--- config.mk ---
export PLATFORM = sky130hd
export DESIGN_NAME = layer_argmax_flat
export DESIGN_NICKNAME = d
export VERILOG_FILES = /design/src/rtl/layer_argmax_if.sv /design/src/rtl/layer_argmax.sv /design/src/flat_wrapper.sv
export SDC_FILE = /design/constraint.sdc
export NUM_CORES = 1
export LEC_CHECK = 0
export CORE_MARGIN = 3
export CORE_UTILIZATION = 45
export CTS_CLUSTER_SIZE = 10
export DETAILED_ROUTE_END_ITERATION = 10
export PLACE_DENSITY = 0.76
export SYNTH_ARGS = -nofsm -noshare
export SYNTH_HDL_FRONTEND = slang
export SYNTH_SLANG_ARGS = --single-unit
--- constraint.sdc ---
create_clock -name clock -period 6.1 [get_ports clock]
set_clock_uncertainty 0.1 [all_clocks]
set_input_delay 1.22 -clock clock [delete_from_list [all_inputs] [get_ports clock]]
set_output_delay 1.22 -clock clock [all_outputs]
set_load 0.02 [all_outputs]
--- src/rtl/layer_argmax_if.sv ---
// Handshake bundle between the last network layer and the argmax decision stage.
// The DUT uses the slave modport; the producer/consumer side uses master.
interface layer_argmax_if #(
  parameter int DATAWIDTH  = 32,
  parameter int NUM_INPUTS = 1
);
  localparam int IDX_W = (NUM_INPUTS > 1) ? $clog2(NUM_INPUTS) : 1;

  logic                            in_valid;
  logic                            in_ready;
  logic [DATAWIDTH*NUM_INPUTS-1:0] in_data;
  logic                            out_valid;
  logic                            out_ready;
  logic [IDX_W-1:0]                out_index;
  logic [DATAWIDTH-1:0]            out_value;
  logic                            out_above;

  modport master (
    output in_valid, in_data, out_ready,
    input  in_ready, out_valid, out_index, out_value, out_above
  );

  modport slave (
    input  in_valid, in_data, out_ready,
    output in_ready, out_valid, out_index, out_value, out_above
  );
endinterface

--- src/rtl/layer_argmax.sv ---
// Serial argmax over a packed signed fixed-point vector, one element per clock,
// with a signed threshold flag on the winning value.
module layer_argmax #(
  parameter int                          DATAWIDTH  = 32,
  parameter int                          NUM_INPUTS = 1,
  parameter logic signed [DATAWIDTH-1:0] THRESHOLD  = 32'h0000_8000
) (
  input logic          clock,
  input logic          reset_n,
  layer_argmax_if.slave bus
);
  localparam int IDX_W = (NUM_INPUTS > 1) ? $clog2(NUM_INPUTS) : 1;
  localparam int CNT_W = IDX_W + 1;
  localparam logic [CNT_W-1:0] LAST_CNT = CNT_W'(NUM_INPUTS - 1);

  typedef enum logic [1:0] {IDLE, SCAN, DONE} state_t;

  state_t                      state_reg, state_next;
  logic signed [DATAWIDTH-1:0] in_elem  [NUM_INPUTS];
  logic signed [DATAWIDTH-1:0] vec_reg  [NUM_INPUTS];
  logic signed [DATAWIDTH-1:0] vec_next [NUM_INPUTS];
  logic [CNT_W-1:0]            cnt_reg, cnt_next;
  logic signed [DATAWIDTH-1:0] best_val_reg, best_val_next;
  logic [IDX_W-1:0]            best_idx_reg, best_idx_next;
  logic [IDX_W-1:0]            out_index_reg, out_index_next;
  logic signed [DATAWIDTH-1:0] out_value_reg, out_value_next;
  logic                        out_above_reg, out_above_next;
  logic signed [DATAWIDTH-1:0] cur_elem;

  genvar gi;
  generate
    for (gi = 0; gi < NUM_INPUTS; gi++) begin : g_unpack
      assign in_elem[gi] = bus.in_data[gi*DATAWIDTH +: DATAWIDTH];
    end
  endgenerate

  always_comb begin
    cur_elem = '0;
    for (int k = 0; k < NUM_INPUTS; k++) begin
      if (cnt_reg == CNT_W'(k)) cur_elem = vec_reg[k];
    end
  end

  always_comb begin
    state_next     = state_reg;
    vec_next       = vec_reg;
    cnt_next       = cnt_reg;
    best_val_next  = best_val_reg;
    best_idx_next  = best_idx_reg;
    out_index_next = out_index_reg;
    out_value_next = out_value_reg;
    out_above_next = out_above_reg;

    case (state_reg)
      IDLE: begin
        // in_ready is implied by being in IDLE
        if (bus.in_valid) begin
          vec_next      = in_elem;
          best_val_next = in_elem[0];
          best_idx_next = '0;
          cnt_next      = CNT_W'(1);
          state_next    = (NUM_INPUTS > 1) ? SCAN : DONE;
        end
      end
      SCAN: begin
        // Strict compare keeps the lowest index among equal maxima
        if (cur_elem > best_val_reg) begin
          best_val_next = cur_elem;
          best_idx_next = cnt_reg[IDX_W-1:0];
        end
        cnt_next = cnt_reg + CNT_W'(1);
        if (cnt_reg == LAST_CNT) state_next = DONE;
      end
      DONE: begin
        if (bus.out_ready) state_next = IDLE;
      end
      default: state_next = IDLE;
    endcase

    if ((state_next == DONE) && (state_reg != DONE)) begin
      out_index_next = best_idx_next;
      out_value_next = best_val_next;
      out_above_next = (best_val_next >= THRESHOLD);
    end
  end

  always_ff @(posedge clock or negedge reset_n) begin
    if (!reset_n) begin
      state_reg     <= IDLE;
      cnt_reg       <= '0;
      best_val_reg  <= '0;
      best_idx_reg  <= '0;
      out_index_reg <= '0;
      out_value_reg <= '0;
      out_above_reg <= 1'b0;
      for (int k = 0; k < NUM_INPUTS; k++) vec_reg[k] <= '0;
    end else begin
      state_reg     <= state_next;
      cnt_reg       <= cnt_next;
      best_val_reg  <= best_val_next;
      best_idx_reg  <= best_idx_next;
      out_index_reg <= out_index_next;
      out_value_reg <= out_value_next;
      out_above_reg <= out_above_next;
      for (int k = 0; k < NUM_INPUTS; k++) vec_reg[k] <= vec_next[k];
    end
  end

  assign bus.in_ready  = (state_reg == IDLE);
  assign bus.out_valid = (state_reg == DONE);
  assign bus.out_index = out_index_reg;
  assign bus.out_value = out_value_reg;
  assign bus.out_above = out_above_reg;
endmodule

--- src/flat_wrapper.sv ---
// flat-port wrapper written by rule: the top's interface ports become plain ports
module layer_argmax_flat 
#(
  parameter int                          DATAWIDTH  = 32,
  parameter int                          NUM_INPUTS = 1,
  parameter logic signed [DATAWIDTH-1:0] THRESHOLD  = 32'h0000_8000
)
  (clock, reset_n, bus_in_valid, bus_in_data, bus_out_ready, bus_in_ready, bus_out_valid, bus_out_index, bus_out_value, bus_out_above);
  layer_argmax_if #(.DATAWIDTH(DATAWIDTH), .NUM_INPUTS(NUM_INPUTS)) bus_i ();
  input logic clock;
  input logic reset_n;
  input wire logic [$bits(bus_i.in_valid)-1:0] bus_in_valid;
  input wire logic [$bits(bus_i.in_data)-1:0] bus_in_data;
  input wire logic [$bits(bus_i.out_ready)-1:0] bus_out_ready;
  output wire logic [$bits(bus_i.in_ready)-1:0] bus_in_ready;
  output wire logic [$bits(bus_i.out_valid)-1:0] bus_out_valid;
  output wire logic [$bits(bus_i.out_index)-1:0] bus_out_index;
  output wire logic [$bits(bus_i.out_value)-1:0] bus_out_value;
  output wire logic [$bits(bus_i.out_above)-1:0] bus_out_above;
  assign bus_i.in_valid = bus_in_valid;
  assign bus_i.in_data = bus_in_data;
  assign bus_i.out_ready = bus_out_ready;
  assign bus_in_ready = bus_i.in_ready;
  assign bus_out_valid = bus_i.out_valid;
  assign bus_out_index = bus_i.out_index;
  assign bus_out_value = bus_i.out_value;
  assign bus_out_above = bus_i.out_above;
  layer_argmax #(.DATAWIDTH(DATAWIDTH), .NUM_INPUTS(NUM_INPUTS), .THRESHOLD(THRESHOLD)) u_core (.clock(clock), .reset_n(reset_n), .bus(bus_i));
endmodule
==> summary.txt <==
Outcome
  • Outcome: finished clean

CTS
  • Post_cts resized: 0
  • Clock Latency Late Sink: 350 ps
  • Clock tree from TritonCTS: yes
  • Clock Path Buffers: 2
  • Clock transition at the registers of the reported paths: 70 ps
  • Root buf cell: clkbuf_16
  • CTS Hold Bufs: 0
  • Clk sink count: 103
  • Total CTS buffers: 9
  • H-tree depth: 3
  • Post-CTS Setup Bufs: 0

Synthesis
  • Top cell type's share of synthesized area: 48.58%
  • Mapped Cells: 518
  • Post-synth EDFFs: 0
  • Post-synth top cells: 103 x dfrtp_1, 88 x nand2_1, 69 x inv_1, 47 x mux2_2, 46 x nor2_1
  • Area leader, netlist: dfrtp_1
  • Top area cells in the synthesized netlist: dfrtp_1 49%, mux2_2 10%, ha_1 7.8%
  • Yosys warns: 0
  • Synth Flop Type: dfrtp_1
  • Mapped Nets: 587
  • Netlist cell types: 40
  • Synth Register Bits: 103
  • Synthesized area per cell: 10.24 um^2
  • Ys async rst share: 100.0%
  • Count leader, synth: dfrtp_1
  • Seq/Total Area, Yosys: 48.58%
  • Mapped Area: 5305 um^2

Worst hold path
  • Hold Path Class: flip-flop to flip-flop

Global route
  • Total GRT Usage: 19.15%
  • Antenna violations before repair: 0
  • First-pass GRT wire length: 20150 um
  • Vias in the first global route: 4294
  • Overflow after GRT: 0
  • Largest net degree at the start of global routing: 55

Pwr
  • Switching Fraction: 31.63%
  • Power Dens Cells: 326.2 nW/um^2
  • Logic pwr share: 30.4%
  • Flop pwr share: 44.1%
  • Final Power: 2.094 mW
  • Leak pwr: 3.139 nW
  • Internal: 1.432 mW
  • Peak VDD IR: 0.1959 mV
  • Clock share of power: 25.5%
  • NetSw: 0.6622 mW

Job
  • MaxCap Viol Count: 0

STA
  • Final Cycle Share: 75.83%
  • Endpoints failing setup: 0
  • Worst slew margin: 41.12%
  • Fin. Hold Viols: 0
  • RSZ-0062 raised after global routing: no
  • Setup_tns: 0 ps
  • Final setup margin: 1475 ps
  • Actual slew at the worst max-slew pin: 883.2 ps
  • Final min period: 4625 ps
  • Slew Viols, Final: 0
  • Fmax: 0.2162 GHz

Layout
  • Fraction of layout cells with a size suffix above 1: 16.81%
  • N_diodes: 0
  • Final Cell Area: 6419 um^2
  • Number of nets in the layout: 653
  • Synthesis-to-layout area growth: 20.99%
  • Core Util, Final: 55.97%

Setup path
  • Crit path DAT: 4750 ps
  • CP endpoint kind: flip-flop
  • Nature of the critical path startpoint: flip-flop
  • CP Max Fanout: 20
  • Worst path required time: 6220 ps
  • Setup CP Type: flip-flop to flip-flop

Placed design
  • IO buf count: 71
  • DP HPWL: 8589 um
  • GP Congestion: 0.8780
  • Placed Area: 6145 um^2
  • Post-Place Worst Slack: 1524 ps

Route
  • Drt pass-1 iters: 5
  • Post-route DRC: 0
  • First DRT Iteration DRCs: 255
  • DRT Wirelength: 11730 um
  • ANT nets after route: 0
  • Drt via density: 5.329
  • DR WL/cell: 16.03 um
  • Via count: 3901

Floorplan
  • Rows: 39
  • Die area: 13130 um^2
  • Die Y: 114.6 um
  • Number of I/O pins: 72
  • Die X-Extent: 114.6 um
  • Core ar.: 11470 um^2
  • Starting density of the core: 46.26%
## through the flow
| step | hold WS [ps] | std cells |
|---|---|---|
| 5_1_grt | 406.1 | 732 |
| 6_report | 378.4 | 732 |
| 3_5_place_dp | 366.9 | 716 |
| 2_1_floorplan | 357.0 | 518 |
| 4_1_cts | 382.4 | 732 |
| 3_3_place_gp | 360.5 | 716 |
## final timing paths
kind / startpoint / end / slack (ps) / cells past startpoint
min reg2reg: u_core.bus.out_value[20] / u_core.bus.out_value[20] / 380 / 2
min in group asynchronous: reset_n / u_core.bus.out_value[4] / 790 / 1
max: u_core.cnt_reg[0] / u_core.bus.out_above / 1470 / 16
min: u_core.bus.out_value[20] / u_core.bus.out_value[20] / 380 / 2
max in group asynchronous: reset_n / u_core.vec_reg[22] / 4000 / 2
max reg2reg: u_core.cnt_reg[0] / u_core.bus.out_above / 1470 / 16
## layout make-up
| class | instances | area [um^2] |
|---|---|---|
| clock buffers | 10 | 229.0 |
| fillers | 979 | 5049 |
| multi-input cells | 323 | 2369 |
| flip-flops and latches | 103 | 2577 |
| inverters | 69 | 259.0 |
| well taps | 143 | 178.9 |
| repair buffers | 78 | 760.7 |
| clock inverters | 6 | 45.04 |
## logic make-up after synthesis
logic type               synth area share [%]
multiplexers                            10.54
buffers and inverters                   6.887
adder cells (fa/ha/maj)                 7.783
flip-flops                              48.58
AND/OR/NAND/NOR                         13.51
AO/OA/AOI/OAI                           12.69
## layout by cell type, fill, tap and decap left out, drive strengths merged, types with 8 or more instances in the layout
cell type | netlist | layout
clkbuf | 12 | 10
a21oi | 17 | 17
nor2 | 46 | 46
dfrtp | 103 | 103
ha | 33 | 33
mux2 | 47 | 47
nand2 | 88 | 88
nand4 | 8 | 8
clkdlybuf4s50 | 0 | 70
buf | 11 | 8
a221oi | 25 | 25
inv | 69 | 71
o21ai | 12 | 12
## power by group through the flow
| stage | Clock [mW] | Sequential [mW] | Combinational, mW |
|---|---|---|---|
| after global placement | 0 | 0.931 | 0.622 |
| after floorplan | 0 | 1.01 | 0.296 |
| final | 0.534 | 0.924 | 0.636 |
| after global routing | 0.573 | 0.945 | 0.695 |
| after detailed placement | 0 | 0.936 | 0.638 |
| after CTS | 0.547 | 0.924 | 0.643 |
## layer usage
layer	wire length, um	share of wire [%]	GRT usage [%]	up-vias
li1	-	-	-	1888
met1	5025	43	24.26	1889
met2	5918	50	33.29	111
met3	621	5.3	4.017	13
met4	167	1.4	4.988	0
met5	0	0	0	-
## worst max-delay path: stages, from the launching register on
cell      delay (ps)
dfrtp_1          370
inv_1             70
ha_1             210
buf_4            210
nand2_1          120
inv_1             50
ha_1             310
nand4_1          170
or4_1            570
a21oi_2          140
o311ai_2         160
a21oi_4          290
and2_1           690
a221oi_2         150
or4_1            570
nor4_1           210
a211oi_1         110
No activity file was read; power rests on OpenSTA's default activity.
